--- src/rtl/tiny_alu_gen2_pkg.sv ---
`default_nettype none
// ============================================================================
// Module      : tiny_alu_pkg
// Description : Shared opcode encoding and helpers for the tiny ALU core.
// Revision    : 1.0 - initial release
// ============================================================================
package tiny_alu_pkg;

    localparam int OPCODE_BITS = 3;

    typedef enum logic [OPCODE_BITS-1:0] {
        OP_NOP = 3'd0,
        OP_ADD = 3'd1,
        OP_AND = 3'd2,
        OP_XOR = 3'd3,
        OP_MUL = 3'd4
    } opcode_e;

    // Encodings above MUL are reserved and reported as errors.
    function automatic logic is_legal_op(input logic [OPCODE_BITS-1:0] i_op);
        return (i_op <= OP_MUL);
    endfunction

endpackage
`default_nettype wire

--- src/rtl/tiny_alu_gen2_if.sv ---
`default_nettype none
// ============================================================================
// Module      : tiny_alu_gen2_if
// Description : Request/response bundle between a requester and the ALU core.
// Revision    : 1.0 - initial release
// ============================================================================
interface tiny_alu_gen2_if #(
    parameter int DATA_W = 8
);
    import tiny_alu_pkg::*;

    logic [DATA_W-1:0]      a_i;
    logic [DATA_W-1:0]      b_i;
    logic [OPCODE_BITS-1:0] opcode_i;
    logic                   signed_i;
    logic                   start_i;
    logic                   ready_o;
    logic [2*DATA_W-1:0]    result_o;
    logic                   done_o;
    logic                   err_o;

    modport master (
        output a_i, b_i, opcode_i, signed_i, start_i,
        input  ready_o, result_o, done_o, err_o
    );

    modport slave (
        input  a_i, b_i, opcode_i, signed_i, start_i,
        output ready_o, result_o, done_o, err_o
    );

endinterface
`default_nettype wire

--- src/rtl/tiny_alu_gen2_mul.sv ---
`default_nettype none
// ============================================================================
// Module      : tiny_alu_mul
// Description : DATA_W x DATA_W signed/unsigned multiplier with captured
//               operands. The product is valid by the time the parent's
//               latency counter expires.
// Revision    : 1.0 - initial release
// ============================================================================
module tiny_alu_mul
    import tiny_alu_pkg::*;
#(
    parameter int DATA_W     = 8,
    parameter int MUL_CYCLES = 3
) (
    input  logic                clk,
    input  logic                rst,
    input  logic                i_en,
    input  logic                i_signed,
    input  logic [DATA_W-1:0]   i_a,
    input  logic [DATA_W-1:0]   i_b,
    output logic [2*DATA_W-1:0] o_product
);

    logic [DATA_W-1:0]   r_a;
    logic [DATA_W-1:0]   r_b;
    logic                r_signed;
    logic [DATA_W-1:0]   w_a;
    logic [DATA_W-1:0]   w_b;
    logic                w_signed;
    logic [2*DATA_W-1:0] w_a_ext;
    logic [2*DATA_W-1:0] w_b_ext;
    logic [2*DATA_W-1:0] w_full;

    // Hold the operands of the accepted MUL for the whole busy window.
    always_ff @(posedge clk) begin
        if (rst) begin
            r_a      <= '0;
            r_b      <= '0;
            r_signed <= 1'b0;
        end else if (i_en) begin
            r_a      <= i_a;
            r_b      <= i_b;
            r_signed <= i_signed;
        end
    end

    // Live operands in the accept cycle so a single-cycle MUL sees them.
    always_comb begin
        w_a      = i_en ? i_a      : r_a;
        w_b      = i_en ? i_b      : r_b;
        w_signed = i_en ? i_signed : r_signed;
        w_a_ext  = w_signed ? {{DATA_W{w_a[DATA_W-1]}}, w_a} : {{DATA_W{1'b0}}, w_a};
        w_b_ext  = w_signed ? {{DATA_W{w_b[DATA_W-1]}}, w_b} : {{DATA_W{1'b0}}, w_b};
        // Low 2*DATA_W bits of the extended product are exact for both modes.
        w_full   = w_a_ext * w_b_ext;
    end

    generate
        if (MUL_CYCLES >= 3) begin : g_prod_reg
            logic [2*DATA_W-1:0] r_prod;

            // Extra pipeline stage; settled one edge after capture.
            always_ff @(posedge clk) begin
                if (rst) begin
                    r_prod <= '0;
                end else begin
                    r_prod <= w_full;
                end
            end

            assign o_product = r_prod;
        end else begin : g_prod_comb
            assign o_product = w_full;
        end
    endgenerate

endmodule
`default_nettype wire

--- src/rtl/tiny_alu_gen2.sv ---
`default_nettype none
// ============================================================================
// Module      : tiny_alu_gen2
// Description : ALU execution core. ADD/AND/XOR complete in one cycle at full
//               throughput; MUL takes MUL_CYCLES cycles; reserved opcodes
//               return an error pulse.
// Revision    : 1.0 - initial release
// ============================================================================
module tiny_alu_gen2
    import tiny_alu_pkg::*;
#(
    parameter int DATA_W     = 8,
    parameter int MUL_CYCLES = 3
) (
    input  logic           clk_i,
    input  logic           reset_i,
    tiny_alu_gen2_if.slave bus
);

    localparam int c_CNT_W = (MUL_CYCLES > 1) ? $clog2(MUL_CYCLES) : 1;
    localparam logic [c_CNT_W-1:0] c_CNT_LOAD = c_CNT_W'(MUL_CYCLES - 1);

    localparam logic [0:0] c_IDLE     = 1'b0;
    localparam logic [0:0] c_MUL_BUSY = 1'b1;

    logic [0:0]          r_state;
    logic [0:0]          w_state_nxt;
    logic [c_CNT_W-1:0]  r_cnt;
    logic                w_ready;
    logic                w_accept;
    logic                w_mul_start;
    logic                w_mul_done;
    opcode_e             w_op;
    logic [2*DATA_W-1:0] w_a_ext;
    logic [2*DATA_W-1:0] w_b_ext;
    logic [2*DATA_W-1:0] w_sum;
    logic [2*DATA_W-1:0] w_product;
    logic [2*DATA_W-1:0] r_result;
    logic                r_done;
    logic                r_err;

    assign w_op        = opcode_e'(bus.opcode_i);
    assign w_accept    = bus.start_i && w_ready;
    assign w_mul_start = w_accept && (w_op == OP_MUL);
    // Counter hits zero on this edge: the product is captured now.
    assign w_mul_done  = (r_state == c_MUL_BUSY) && (r_cnt == c_CNT_W'(1));

    // Operand extension for ADD; zero-extension when unsigned.
    always_comb begin
        w_a_ext = bus.signed_i ? {{DATA_W{bus.a_i[DATA_W-1]}}, bus.a_i}
                               : {{DATA_W{1'b0}}, bus.a_i};
        w_b_ext = bus.signed_i ? {{DATA_W{bus.b_i[DATA_W-1]}}, bus.b_i}
                               : {{DATA_W{1'b0}}, bus.b_i};
        w_sum   = w_a_ext + w_b_ext;
    end

    tiny_alu_mul #(
        .DATA_W     (DATA_W),
        .MUL_CYCLES (MUL_CYCLES)
    ) u_mul (
        .clk       (clk_i),
        .rst       (reset_i),
        .i_en      (w_mul_start),
        .i_signed  (bus.signed_i),
        .i_a       (bus.a_i),
        .i_b       (bus.b_i),
        .o_product (w_product)
    );

    // State register.
    always_ff @(posedge clk_i) begin
        if (reset_i) begin
            r_state <= c_IDLE;
        end else begin
            r_state <= w_state_nxt;
        end
    end

    // Next-state: only a multi-cycle MUL leaves IDLE.
    always_comb begin
        w_state_nxt = r_state;
        case (r_state)
            c_IDLE: begin
                if (w_mul_start && (MUL_CYCLES > 1)) begin
                    w_state_nxt = c_MUL_BUSY;
                end
            end
            c_MUL_BUSY: begin
                if (w_mul_done) begin
                    w_state_nxt = c_IDLE;
                end
            end
            default: w_state_nxt = c_IDLE;
        endcase
    end

    // FSM outputs: accept only in IDLE and never while reset is held.
    always_comb begin
        w_ready = (r_state == c_IDLE) && !reset_i;
    end

    // MUL latency counter; loaded on accept, counts down to zero.
    always_ff @(posedge clk_i) begin
        if (reset_i) begin
            r_cnt <= '0;
        end else if (w_mul_start && (r_state == c_IDLE)) begin
            r_cnt <= c_CNT_LOAD;
        end else if (r_cnt != '0) begin
            r_cnt <= r_cnt - c_CNT_W'(1);
        end
    end

    // Result and single-cycle done/err pulses.
    always_ff @(posedge clk_i) begin
        if (reset_i) begin
            r_result <= '0;
            r_done   <= 1'b0;
            r_err    <= 1'b0;
        end else begin
            r_done <= 1'b0;
            r_err  <= 1'b0;
            if (w_mul_done) begin
                r_result <= w_product;
                r_done   <= 1'b1;
            end else if (w_accept) begin
                if (!is_legal_op(bus.opcode_i)) begin
                    r_result <= '0;
                    r_done   <= 1'b1;
                    r_err    <= 1'b1;
                end else begin
                    case (w_op)
                        OP_ADD: begin
                            r_result <= w_sum;
                            r_done   <= 1'b1;
                        end
                        OP_AND: begin
                            r_result <= {{DATA_W{1'b0}}, bus.a_i & bus.b_i};
                            r_done   <= 1'b1;
                        end
                        OP_XOR: begin
                            r_result <= {{DATA_W{1'b0}}, bus.a_i ^ bus.b_i};
                            r_done   <= 1'b1;
                        end
                        OP_MUL: begin
                            if (MUL_CYCLES == 1) begin
                                r_result <= w_product;
                                r_done   <= 1'b1;
                            end
                        end
                        default: ; // NOP leaves the result untouched
                    endcase
                end
            end
        end
    end

    assign bus.ready_o  = w_ready;
    assign bus.result_o = r_result;
    assign bus.done_o   = r_done;
    assign bus.err_o    = r_err;

endmodule
`default_nettype wire

--- src/flat_wrapper.sv ---
// flat-port wrapper written by rule: the top's interface ports become plain ports
module tiny_alu_gen2_flat import tiny_alu_pkg::*;
#(
    parameter int DATA_W     = 8,
    parameter int MUL_CYCLES = 3
)
  (clk_i, reset_i, bus_a_i, bus_b_i, bus_opcode_i, bus_signed_i, bus_start_i, bus_ready_o, bus_result_o, bus_done_o, bus_err_o);
  tiny_alu_gen2_if #(.DATA_W(DATA_W)) bus_i ();
  input  logic clk_i;
  input  logic reset_i;
  input wire logic [$bits(bus_i.a_i)-1:0] bus_a_i;
  input wire logic [$bits(bus_i.b_i)-1:0] bus_b_i;
  input wire logic [$bits(bus_i.opcode_i)-1:0] bus_opcode_i;
  input wire logic [$bits(bus_i.signed_i)-1:0] bus_signed_i;
  input wire logic [$bits(bus_i.start_i)-1:0] bus_start_i;
  output wire logic [$bits(bus_i.ready_o)-1:0] bus_ready_o;
  output wire logic [$bits(bus_i.result_o)-1:0] bus_result_o;
  output wire logic [$bits(bus_i.done_o)-1:0] bus_done_o;
  output wire logic [$bits(bus_i.err_o)-1:0] bus_err_o;
  assign bus_i.a_i = bus_a_i;
  assign bus_i.b_i = bus_b_i;
  assign bus_i.opcode_i = bus_opcode_i;
  assign bus_i.signed_i = bus_signed_i;
  assign bus_i.start_i = bus_start_i;
  assign bus_ready_o = bus_i.ready_o;
  assign bus_result_o = bus_i.result_o;
  assign bus_done_o = bus_i.done_o;
  assign bus_err_o = bus_i.err_o;
  tiny_alu_gen2 #(.DATA_W(DATA_W), .MUL_CYCLES(MUL_CYCLES)) u_core (.clk_i(clk_i), .reset_i(reset_i), .bus(bus_i));
endmodule
--- config.mk ---
export PLATFORM = sky130hd
export DESIGN_NAME = tiny_alu_gen2_flat
export DESIGN_NICKNAME = d
export VERILOG_FILES = /design/src/rtl/tiny_alu_gen2_pkg.sv /design/src/rtl/tiny_alu_gen2_if.sv /design/src/rtl/tiny_alu_gen2_mul.sv /design/src/rtl/tiny_alu_gen2.sv /design/src/flat_wrapper.sv
export SDC_FILE = /design/constraint.sdc
export NUM_CORES = 1
export LEC_CHECK = 0
export ABC_AREA = 1
export CORE_MARGIN = 3
export CORE_UTILIZATION = 55
export CTS_CLUSTER_SIZE = 24
export DETAILED_ROUTE_END_ITERATION = 12
export GPL_ROUTABILITY_DRIVEN = 0
export HOLD_SLACK_MARGIN = 0.08
export PLACE_DENSITY_LB_ADDON = 0.05
export SYNTH_ARGS = -nofsm -noshare
export SYNTH_HDL_FRONTEND = slang
export SYNTH_SLANG_ARGS = --single-unit
--- constraint.sdc ---
create_clock -name clk_i -period 7.55 [get_ports clk_i]
set_input_delay 2.265 -clock clk_i [delete_from_list [all_inputs] [get_ports clk_i]]
set_output_delay 2.265 -clock clk_i [all_outputs]
set_load 0.02 [all_outputs]
# After elaboration in Yosys (flattened, before gate mapping)
# Cells that the tools add are included.
[word_totals] out_inout_bits=19 ff_bits=54
[op_classes] addsub=2 n_mul=1 eq_ne=6 n_bitwise=4 muxes=21 n_reduce_logical=13 order_cmp=1
[op_table] cell="two-way mux 16 bit" n=7
[op_table] cell="case mux 16 bit (3 select lines)" n=1
[op_table] cell="adder 16 bit" n=1
[op_table] cell="multiplier 16 x 16 -> 16 bit" n=1
[op_table] cell="two-way mux 8 bit" n=2
[op_table] cell="bitwise AND 8 bit" n=1
[op_table] cell="two-way mux 1 bit" n=8
[op_table] cell="XOR 8 bit" n=1
[op_table] cell="equality test 3 x 2 -> 1 bit, second input constant" n=2
[op_table] cell="nonzero test 2 bit" n=3
[op_table] cell="OR reduction 3 bit" n=2
[op_table] cell="logical AND 1 bit" n=5
[op_table] cell="!= test 5 x 4 -> 1 bit, second input constant" n=1
[op_table] cell="two-way mux 2 bit" n=2
[op_table] cell="equality test 3 x 1 -> 1 bit, second input constant" n=1
[op_table] cell="equality test 3 bit, second input constant" n=1
[op_table] cell="less-or-equal comparator 3 bit, second input constant" n=1
[op_table] cell="equality test 2 x 1 -> 1 bit, second input constant" n=1
[op_table] cell="inverter 1 bit" n=2
[op_table] cell="case mux 1 bit (2 select lines)" n=1
[op_table] cell="AND reduction 2 bit" n=1
[op_table] cell="OR reduction 2 bit" n=1
[op_table] cell="subtractor 2 x 1 -> 2 bit, second input constant" n=1
[op_table] cell="logical NOT 1 bit" n=1

# Depth between registers and ports, before layout
[logic_depth] depth_word=7 mapped_depth=33 depth_no_buf=32

# Hierarchy
# From an unflattened synthesis, not the netlist that was laid out.
[unflattened] hier_cells=891 hier_area_um2=6426.2
[modules_own_cells] module="tiny_alu_mul" n_inst=1 cells_each=625 area_per_inst_um2=4845.9 seq_area_each_um2=660.6
[modules_own_cells] module="tiny_alu_gen2" n_inst=1 cells_each=266 area_per_inst_um2=1580.3 seq_area_each_um2=420.4

# Worst setup path before layout
# OpenSTA, ideal clock, no wires.
[synth_timing] kind="input to register" from="input port bus_opcode_i[0]" to="register u_core.u_mul.g_prod_reg.r_prod[13], in the netlist u_core.u_mul.o_product[13]" arrival_time_ps=7745 stages=30 n_path_buf=2 path_slack_ps=-306 cell_sequence="inv_1 -> nand2_2 -> nor2_8 -> nand2_4 -> buf_6 -> clkbuf_1 -> o21ai_0 -> clkinv_1 -> or2_2 -> fa_1 -> fa_1 -> inv_1 -> ha_1 -> fa_1 -> ha_1 -> inv_1 -> fa_1 -> inv_1 -> ha_1 -> inv_1 -> a21oi_1 -> or2_2 -> a21oi_1 -> o21ai_0 -> nand2_1 -> nand2_1 -> a21oi_1 -> or2_2 -> inv_1 -> nor2_1"
[synth_via] elab_chain_cells=5 word_cells_on_any_way=8
[synth_lines] item="start: declaration" line_no="flat_wrapper.sv:13" text="input wire logic [$bits(bus_i.opcode_i)-1:0] bus_opcode_i;"
[synth_lines] item="equality test 3 bit *" line_no="tiny_alu_gen2.sv:44" text="assign w_mul_start = w_accept && (w_op == OP_MUL);"
[synth_lines] item="logical AND 1 bit *" line_no="tiny_alu_gen2.sv:44"
[synth_lines] item="two-way mux 8 bit / two-way mux 1 bit (equally long branches)"
[synth_lines] item="two-way mux 16 bit (on tied branches)" line_no="tiny_alu_gen2_mul.sv:52, tiny_alu_gen2_mul.sv:53"
[synth_lines] item="multiplier 16 x 16 -> 16 bit *" line_no="tiny_alu_gen2_mul.sv:55" text="w_full = w_a_ext * w_b_ext;"
[synth_lines] item="end signal: assignment" line_no="tiny_alu_gen2_mul.sv:67" text="r_prod <= w_full;"
[synth_lines] item="end: declaration" line_no="tiny_alu_gen2_mul.sv:60" text="logic [2*DATA_W-1:0] r_prod;"
# Every way passes the cells marked *; elsewhere a longest branch is shown, timed or not.
# A chain may end at the register's enable or synchronous reset.

# Worst setup path after layout
[layout_timing] from="input port bus_opcode_i[1]" to="register u_core.u_mul.g_prod_reg.r_prod[15], in the netlist u_core.u_mul.o_product[15]"
# The elaborated chain is that of the path after synthesis.

==> impl_metrics.toml <==
[status]
status = "finished clean"

[worst_setup_path]
crit_path_start_kind = "input port"
critPathMostFrequentCell = "inv_1"
cp.arrival_ns = 7.75
reg2reg_to = "u_core.u_mul.o_product[15]"
path_delay_family = "adder cells"
rr_worst_depth = 31
cpMaxStageDelayCell = "fa_1"
critical_path_class = "input port to flop"
cp-startpoint = "bus_opcode_i[1]"
worst-path-max-fanout = 7
required_ns = 7.83
reg2reg_from = "u_core.r_state"
critPathCaptureType = "flop"
r2r_setup_slack_ns = 1.79
cp.depth = 32
crit_path_max_incr_delay_ns = 0.54
path_buf_inv = 13

[yosys]
seq_area_frac_synth_pct = 17.63
syn_area_um2 = 6133
synthArstFlopShare_pct = 0
yosys.area.top_type_share_pct = 22.52
yosys.cell_types.count = 45
synth_ff_type = "dfxtp_1"
yosysTopAreaCell = "fa_1"
synth_cells = 813
synth_area_leaders = "fa_1 23%, dfxtp_1 18%, ha_1 13%, inv_1 11%, nand2_1 8.2%"
synth_commonest_cells = "172 x inv_1, 134 x nand2_1, 118 x nor2_1"
synth-edff-count = 0
syn_nets = 968
ys_ff_latch = 54
syn_area_per_cell_um2 = 7.544
ys_warn_count = 0
yosysMostFrequentCell = "inv_1"

[sta]
min_period_ns = 7.473
fin_crit_sh_pct = 98.98
hold_viol_final = 0
report.final.setup_viol = 0
fmax_mhz = 133.8
fin_ws_ns = 0.07726
skew_ns = 0.01765
max_slew.worst_pin.slew_ns = 1.182
slew_violations = 0
maxSlewHeadroom_pct = 20.93

[floorplanning]
initial_core_util_pct = 57.85
fp.coreArea_um2 = 10600
rows = 37
die_h_um = 111.6
fp.dieW_um = 111.6
dieArea_um2 = 12450
pin_count = 42

[placed_design]
dp_slack_ns = -0.6170
placed_cells = 1092
dp_hpwl_mm = 13.57
portBuffers = 41

[global_route]
grt_max_degree = 31
grt_pass1_vias = 6144
grtUsageTotal_pct = 28.69
grt_overflow = 0
grt_pass1_wl_mm = 29.08
antenna_found_initial = 0

[worst_hold_path]
hold_path_depth = 2
min_path_type = "flop to flop"
holdCritStartpoint = "u_core.u_mul.o_product[0]"
hold_end = "u_core.bus.result_o[0]"

[routing]
firstDrtPassIters = 6
drt_iter0_drc = 572
drc = 0
vias_per_cell = 5.464
finalWirelength_mm = 19.56
ant_nets = 0
via_count = 6240
wl_per_cell_um = 17.13

[clock_tree]
htreeDepth = 2
clock_latency_ns = 0.33
cts_tree = "done"
cts.path.max_buffers = 2
cts_sinks = 54
clk_pin_slew_worst_paths_ns = 0.11
cts_inserted_buffers = 5
ctsHoldBuffers = 0
cts_root_buf = "clkbuf_8"

[power_and_ir_drop]
peakVddDrop_mv = 0.07777
leakage_nw = 4.255
p_total_mw = 0.6247
power_density_nw_per_um2 = 71.98

[job]
max-cap-violations = 0

[layout]
instances_no_fill = 1142
syn_to_final_growth_pct = 41.49
layout-drive-gt1-share_pct = 31.61
n_antenna_cell = 0
layout.nets = 1160
fin_util_pct = 81.86
power by group:
part	switching [mW]	internal, mW
clock network	0.112	0.0686
registers	0.00283	0.290
logic	0.0859	0.0647
total	0.201	0.423
worst min-delay path: stages, from the launching register on:
cell	delay (ns)
dfxtp_1	0.31
nand2_1	0.05
a31oi_1	0.07
metrics by stage:
step | hold WS [ns] | area, µm² | setup TNS, ns
global route | 0.5008 | 8678 | -0.3716
global placement | 0.4297 | 7605 | -2.360
floorplan | 0.4209 | 6202 | 0
finish | 0.4797 | 8678 | 0
CTS | 0.4541 | 8065 | -0.01004
detailed placement | 0.4420 | 7605 | -3.008
placed cells by master (no fill, tap or decap), types with 12 or more instances in the layout:
cell type        instances
nand3_1                 25
clkdlybuf4s50_1         36
nor2_1                  92
inv_2                   24
dfxtp_1                 54
nand2_4                 12
ha_1                    52
nor2_4                  22
fa_1                    67
nand2_1                116
buf_4                  138
inv_1                  150
a21oi_1                 25
o21ai_0                 12
a22o_1                  12
layout make-up:
cell class	count	area [µm²]
clock buffer	5	68.82
timing repair buffer	195	1668
multi-input combinational	562	4913
tap	136	170.2
clock inverter	3	26.28
sequential	54	1081
inverter	187	750.7
fill	645	1923
sequential cells by signal, indices dropped and copies added, names as in the netlist:
name / flops
u_core.r_cnt: 2
u_core.bus.done_o: 1
u_core.bus.result_o: 16
u_core.u_mul.r_a: 8
u_core.r_state: 1
u_core.u_mul.o_product: 16
u_core.u_mul.r_b: 8
u_core.u_mul.r_signed: 1
u_core.bus.err_o: 1
cell families after synthesis:
group,count (synthesis),share of synthesized area [%]
buffers and inverters,200,12.57
adder cells (fa/ha/maj),132,35.37
AND/OR/NAND/NOR,324,23.75
flip-flops,54,17.63
XOR/XNOR,9,1.285
AO/OA/AOI/OAI,94,9.404
per-layer routing:
layer / GRT usage (%) / share of wire (%) / vias to the layer above
met2: 48.85 / 50 / 261
li1: - / - / 2893
met1: 35.03 / 38 / 2985
met4: 17.03 / 7.4 / 0
met5: 0 / 0 / -
met3: 3.207 / 5.1 / 101
how the worst max path moves through the flow:
stage	end	slack, ns
floorplan	u_core.u_mul.o_product[15]	0.00009
global placement	u_core.u_mul.o_product[14]	-0.52
detailed placement	u_core.u_mul.o_product[15]	-0.62
CTS	u_core.u_mul.o_product[14]	-0.01
global route	u_core.u_mul.o_product[15]	-0.16
finish	u_core.u_mul.o_product[15]	0.08
repair_timing:
| item | CTS | global route |
|---|---|---|
| resized for setup | 54 | 136 |
| pin swaps | 23 | 77 |
| buffers inserted | 17 | 22 |
| gates cloned | 2 | 1 |
| setup endpoints to repair | 4 | 7 |
Note: power is estimated with default switching activity, not from simulation.
